===== config.mk =====
export PLATFORM = sky130hd
export DESIGN_NAME = alu_arbiter_flat
export DESIGN_NICKNAME = d
export VERILOG_FILES = /design/src/rtl/alu_arbiter_if.sv /design/src/rtl/alu_arbiter.sv /design/src/flat_wrapper.sv
export SDC_FILE = /design/constraint.sdc
export NUM_CORES = 1
export LEC_CHECK = 0
export ABC_AREA = 1
export CORE_AREA = 2 2 164 166
export DETAILED_ROUTE_END_ITERATION = 8
export DIE_AREA = 0 0 166 168
export DONT_BUFFER_PORTS = 1
export PLACE_DENSITY_LB_ADDON = 0.3
export SLEW_MARGIN = 20
export SYNTH_ARGS = -nofsm -noshare
export SYNTH_HDL_FRONTEND = slang
export SYNTH_SLANG_ARGS = --single-unit

===== constraint.sdc =====
create_clock -name clk -period 5.5 [get_ports clk]
set_input_delay 0.275 -clock clk [delete_from_list [all_inputs] [get_ports clk]]
set_output_delay 0.275 -clock clk [all_outputs]
set_load 0.01 [all_outputs]

===== src/rtl/alu_arbiter_if.sv =====
// Request/response bundle between the two EX-stage requesters and the shared ALU arbiter.
// Port 0 is the integer execute path; port 1 is the address-generation / branch-compare path.
interface alu_arbiter_if #(
    parameter int DATA_WIDTH    = 32,
    parameter int OPCODE_LENGTH = 4
);
    logic [1:0]               req_valid;
    logic [1:0]               req_ready;
    logic [DATA_WIDTH-1:0]    req_a0;
    logic [DATA_WIDTH-1:0]    req_b0;
    logic [OPCODE_LENGTH-1:0] req_op0;
    logic [DATA_WIDTH-1:0]    req_a1;
    logic [DATA_WIDTH-1:0]    req_b1;
    logic [OPCODE_LENGTH-1:0] req_op1;
    logic [1:0]               rsp_valid;
    logic [1:0]               rsp_ready;
    logic [DATA_WIDTH-1:0]    rsp_data;

    modport master (
        output req_valid, req_a0, req_b0, req_op0, req_a1, req_b1, req_op1, rsp_ready,
        input  req_ready, rsp_valid, rsp_data
    );

    modport slave (
        input  req_valid, req_a0, req_b0, req_op0, req_a1, req_b1, req_op1, rsp_ready,
        output req_ready, rsp_valid, rsp_data
    );
endinterface


===== src/rtl/alu_arbiter.sv =====
// Round-robin sharing of one execute-stage ALU between two requesters, with a
// one-entry registered response stage routed back to the issuing port.
module alu #(
    parameter int DATA_WIDTH    = 32,
    parameter int OPCODE_LENGTH = 4
) (
    input  logic [DATA_WIDTH-1:0]    SrcA,
    input  logic [DATA_WIDTH-1:0]    SrcB,
    input  logic [OPCODE_LENGTH-1:0] Operation,
    output logic [DATA_WIDTH-1:0]    ALUResult
);
    always_comb begin
        ALUResult = '0;
        case (Operation)
            OPCODE_LENGTH'(4'b0000): ALUResult = SrcA & SrcB;
            OPCODE_LENGTH'(4'b0001): ALUResult = SrcA | SrcB;
            OPCODE_LENGTH'(4'b0010): ALUResult = SrcA + SrcB;
            OPCODE_LENGTH'(4'b0011): ALUResult = SrcA ^ SrcB;
            OPCODE_LENGTH'(4'b0100): ALUResult = SrcA << SrcB;
            OPCODE_LENGTH'(4'b0101): ALUResult = SrcA >> SrcB;
            OPCODE_LENGTH'(4'b0110): ALUResult = SrcA - SrcB;
            // SrcA is unsigned, so the arithmetic shift fills with zeros
            OPCODE_LENGTH'(4'b0111): ALUResult = SrcA >>> SrcB;
            OPCODE_LENGTH'(4'b1000): ALUResult = DATA_WIDTH'(SrcA == SrcB);
            OPCODE_LENGTH'(4'b1100): ALUResult = DATA_WIDTH'(SrcA < SrcB);
            default:                 ALUResult = '0;
        endcase
    end
endmodule

module alu_arbiter #(
    parameter int DATA_WIDTH    = 32,
    parameter int OPCODE_LENGTH = 4
) (
    input  logic          clk,
    input  logic          reset,
    alu_arbiter_if.slave  bus
);
    typedef enum logic {EMPTY, FULL} state_t;

    state_t                   state;
    state_t                   state_nxt;
    logic                     out_port;
    logic                     last_grant;
    logic [DATA_WIDTH-1:0]    data_q;

    logic                     drain;
    logic                     can_issue;
    logic [1:0]               grant;
    logic                     fire;
    logic                     win;
    logic [DATA_WIDTH-1:0]    src_a;
    logic [DATA_WIDTH-1:0]    src_b;
    logic [OPCODE_LENGTH-1:0] op;
    logic [DATA_WIDTH-1:0]    alu_result;

    always_comb begin
        drain     = 1'b0;
        can_issue = 1'b0;
        grant     = '0;
        state_nxt = state;

        // A held response frees the stage in the same cycle it is accepted.
        drain     = (state == FULL) && bus.rsp_ready[out_port];
        can_issue = (state == EMPTY) || drain;

        if (can_issue && !reset) begin
            case (bus.req_valid)
                2'b01:   grant = 2'b01;
                2'b10:   grant = 2'b10;
                2'b11:   grant = last_grant ? 2'b01 : 2'b10;
                default: grant = 2'b00;
            endcase
        end

        fire = |grant;
        win  = grant[1];

        if (fire) begin
            state_nxt = FULL;
        end else if (drain) begin
            state_nxt = EMPTY;
        end

        bus.req_ready = grant;
        bus.rsp_valid = {(state == FULL) && out_port, (state == FULL) && !out_port};
    end

    always_comb begin
        src_a = win ? bus.req_a1  : bus.req_a0;
        src_b = win ? bus.req_b1  : bus.req_b0;
        op    = win ? bus.req_op1 : bus.req_op0;
    end

    alu #(
        .DATA_WIDTH    (DATA_WIDTH),
        .OPCODE_LENGTH (OPCODE_LENGTH)
    ) u_alu (
        .SrcA      (src_a),
        .SrcB      (src_b),
        .Operation (op),
        .ALUResult (alu_result)
    );

    always_ff @(posedge clk or posedge reset) begin
        if (reset) begin
            state <= EMPTY;
        end else begin
            state <= state_nxt;
        end
    end

    always_ff @(posedge clk or posedge reset) begin
        if (reset) begin
            out_port   <= 1'b0;
            last_grant <= 1'b1;
            data_q     <= '0;
        end else if (fire) begin
            out_port   <= win;
            last_grant <= win;
            data_q     <= alu_result;
        end
    end

    assign bus.rsp_data = data_q;
endmodule


===== src/flat_wrapper.sv =====
// flat-port wrapper written by rule: the top's interface ports become plain ports
module alu_arbiter_flat 
#(
    parameter int DATA_WIDTH    = 32,
    parameter int OPCODE_LENGTH = 4
)
  (clk, reset, bus_req_valid, bus_req_a0, bus_req_b0, bus_req_op0, bus_req_a1, bus_req_b1, bus_req_op1, bus_rsp_ready, bus_req_ready, bus_rsp_valid, bus_rsp_data);
  alu_arbiter_if #(.DATA_WIDTH(DATA_WIDTH), .OPCODE_LENGTH(OPCODE_LENGTH)) bus_i ();
  input  logic clk;
  input  logic reset;
  input wire logic [$bits(bus_i.req_valid)-1:0] bus_req_valid;
  input wire logic [$bits(bus_i.req_a0)-1:0] bus_req_a0;
  input wire logic [$bits(bus_i.req_b0)-1:0] bus_req_b0;
  input wire logic [$bits(bus_i.req_op0)-1:0] bus_req_op0;
  input wire logic [$bits(bus_i.req_a1)-1:0] bus_req_a1;
  input wire logic [$bits(bus_i.req_b1)-1:0] bus_req_b1;
  input wire logic [$bits(bus_i.req_op1)-1:0] bus_req_op1;
  input wire logic [$bits(bus_i.rsp_ready)-1:0] bus_rsp_ready;
  output wire logic [$bits(bus_i.req_ready)-1:0] bus_req_ready;
  output wire logic [$bits(bus_i.rsp_valid)-1:0] bus_rsp_valid;
  output wire logic [$bits(bus_i.rsp_data)-1:0] bus_rsp_data;
  assign bus_i.req_valid = bus_req_valid;
  assign bus_i.req_a0 = bus_req_a0;
  assign bus_i.req_b0 = bus_req_b0;
  assign bus_i.req_op0 = bus_req_op0;
  assign bus_i.req_a1 = bus_req_a1;
  assign bus_i.req_b1 = bus_req_b1;
  assign bus_i.req_op1 = bus_req_op1;
  assign bus_i.rsp_ready = bus_rsp_ready;
  assign bus_req_ready = bus_i.req_ready;
  assign bus_rsp_valid = bus_i.rsp_valid;
  assign bus_rsp_data = bus_i.rsp_data;
  alu_arbiter #(.DATA_WIDTH(DATA_WIDTH), .OPCODE_LENGTH(OPCODE_LENGTH)) u_core (.clk(clk), .reset(reset), .bus(bus_i));
endmodule

==> impl_metrics.toml <==
[status]
outcome = "finished, final reports clean"

[yosys]
yosysTopAreaCell = "nand2_1"
yosysUniqueCellTypes = 51
synth_most_common_cell = "nand2_1"
synth_nets = 2517
avgSynthCellArea_um2 = 5.11
ys_seq_area_frac = 0.0754
yosysTopAreaCellShare = 0.265
synth_edf_count = 0
synth_common_cells = "nand2_1 (822), inv_1 (292), nand3_1 (217)"
yosys-top-cells-area = "nand2_1 (27%), ha_1 (10%), inv_1 (9.4%)"
syn-cell-area_mm2 = 0.0116
ys.flop_type = "dfrtp_1"
async_flop_share = 1.00
ys_seq_elements = 35
synth_warnings = 0
syn_inst = 2278

[timing]
setup_violations = 0
worstMarginPinSlew_ps = 1130
maxSlewViolCount = 0
slew-limit-headroom = 0.242
min_period_ps = 5100
rsz0062_at_grt = "false"
fin_tns_setup_ps = 0
final_hold_viol_count = 0
post-route-period-util = 0.927
fmax_mhz = 196
finClkSkew_ps = 10.9

[setup_path]
crit_arrival_ps = 5260
crit_path_max_incr_delay_ps = 410
critPathKind = "reg2reg"
reg2reg_depth = 21
reg2reg_to = "u_core.bus.rsp_data[13]$_DFFE_PP0P_"
worst_ep_required_time_ps = 5660
end_kind = "register"
slowest_stage = "dfrtp_1"
path_cells = "nand2_1 -> nand3_4 -> nand3_4 -> inv_2 -> or2_2 -> o21ai_1 -> ha_1 -> o21ai_0 -> a21oi_1 -> o21ai_0 -> a21oi_1 -> o21ai_1 -> inv_1 -> a211oi_1 -> o21ai_0 -> nand2_1 -> o221ai_1 -> inv_1 -> nand2_1 -> nand2_1 -> nand2_1"
crit_top_cell = "nand2_1"
rrSetupSlack_ps = 400
path_max_fanout = 26
r2r-start = "u_core.out_port$_DFFE_PP0P_"
start_kind = "register"

[drt]
ant_nets = 0
firstDrtPassIters = 6
dr_total_vias = 15181
drt_iter0_markers = 1856
drc = 0
via_per_inst = 5.96
wl_per_cell_um = 23.1
wl_um = 58800

[power]
peakVddDrop_mv = 0.164
leakagePower_nw = 6.80
power_density_mw_per_mm2 = 355

[placed_design]
place_congestion = 1.05
io_buffers = 0
dp_hpwl_um = 47800

[clock_tree]
cts_resized = 0
cts_root_buffer = "clkbuf_16"
hold_buffers = 0
cts_sinks = 35
cts_buffer_depth = 2
clk_pin_slew_ps = 70
cts_setup_buffers = 0
cts_buffers = 5
cts_tree = "done"
insertion_delay_ps = 290
htreeDepth = 2

[layout]
final_util = 0.456
nFillCells = 3037
nets = 2445
drive_above_1_share = 0.0508
area_growth_pct = 3.28

[die]
num_rows = 60
io_pins = 178
fp.dieArea_mm2 = 0.0279
coreArea_mm2 = 0.0264
die_w_um = 166
die_h_um = 168
start_util = 0.442

[global_route]
grt_pass1_vias = 14222
overflow = 0
gr-usage-all-layers = 0.410
grt_pass1_wl_um = 87500
antenna_found_initial = 2
grt_max_degree = 91

[run]
maxCapViolCount = 0

[hold_path]
hold_class = "in2async"
==> worst max path at each step <==
stage / start / endpoint / slack (ps) / cells after the start
2_1_floorplan: u_core.last_grant$_DFFE_PP1P_ / u_core.bus.rsp_data[20]$_DFFE_PP0P_ / 1310 / 31
3_3_place_gp: u_core.out_port$_DFFE_PP0P_ / u_core.bus.rsp_data[13]$_DFFE_PP0P_ / 370 / 21
3_5_place_dp: u_core.out_port$_DFFE_PP0P_ / u_core.bus.rsp_data[13]$_DFFE_PP0P_ / 290 / 21
4_1_cts: u_core.out_port$_DFFE_PP0P_ / u_core.bus.rsp_data[13]$_DFFE_PP0P_ / 290 / 21
5_1_grt: u_core.out_port$_DFFE_PP0P_ / u_core.bus.rsp_data[24]$_DFFE_PP0P_ / 40 / 31
6_report: u_core.out_port$_DFFE_PP0P_ / u_core.bus.rsp_data[13]$_DFFE_PP0P_ / 400 / 21
==> placed cells by master (no fill, tap or decap), types with 8 or more instances in the layout <==
cell type / n
nand4_1: 40
inv_1: 289
o221ai_1: 10
o21ai_0: 124
nor2_1: 163
a21oi_1: 133
ha_1: 95
o21a_1: 8
nand2_1: 822
xor2_1: 11
nand3_1: 217
dfrtp_1: 34
o21ai_2: 10
nor2_2: 8
buf_4: 42
o21ai_1: 42
nor3_1: 14
or2_2: 13
inv_2: 19
o22ai_1: 25
a31oi_1: 11
==> area by class of cell <==
type	instances	area [um^2]	area share
clock buffer	6	139	0.0116
clock inverter	1	5.00	0.000416
inverter	311	1170	0.0971
tap	341	427	0.0355
sequential	35	877	0.0730
antenna	2	5.00	0.000416
timing repair buffer	43	335	0.0279
multi-input combinational	1810	9060	0.754
==> sequential cells by signal (all words and copies together), names as in the netlist <==
register and count:
u_core.bus.rsp_data 32, u_core.state 1, u_core.out_port 1, u_core.last_grant 1
==> layer usage <==
layer / track usage / up-vias / routed length, um
li1: - / 7182 / -
met1: 0.459 / 6926 / 21500
met2: 0.707 / 824 / 27300
met3: 0.0642 / 247 / 4560
met4: 0.302 / 2 / 5430
met5: 0 / - / 13
==> power by group <==
part	leakage [nW]	internal, mW	switching [mW]
combinational	6.26	0.931	2.51
clock	0.0727	0.177	0.121
sequential	0.460	0.370	0.151
total	6.80	1.48	2.79
==> logic make-up (layout without fill, tap and decap cells) <==
kind of cell	after synthesis	in the layout	synth area share
simple gates	1296	1296	0.464
buf+inv	433	361	0.148
compound gates	404	404	0.197
fa+ha+maj	97	97	0.106
flops	35	35	0.0754
xor+xnor	11	11	0.00828
mux	2	2	0.00172
other cells	0	2	0
==> through the flow <==
| step | hold WS, ps | cell area (um^2) | power (mW) | std cells | setup WS [ps] |
|---|---|---|---|---|---|
| 2_1_floorplan | 472 | 11600 | 2.74 | 2278 | 1310 |
| 3_3_place_gp | 485 | 11900 | 3.86 | 2540 | 367 |
| 3_5_place_dp | 501 | 11900 | 3.85 | 2540 | 288 |
| 4_1_cts | 268 | 12000 | 4.16 | 2547 | 295 |
| 5_1_grt | 291 | 12000 | 4.58 | 2548 | 42.0 |
| 6_report | 266 | 12000 | 4.27 | 2549 | 403 |
==> critical path, delay by kind of cell, from the launching register on <==
| family | cells | cell delay, ps |
|---|---|---|
| simple gates | 8 | 1450 |
| flops | 1 | 410 |
| compound gates | 9 | 2110 |
| buf+inv | 3 | 620 |
| fa+ha+maj | 1 | 380 |
(Power assumes the default switching activity.)
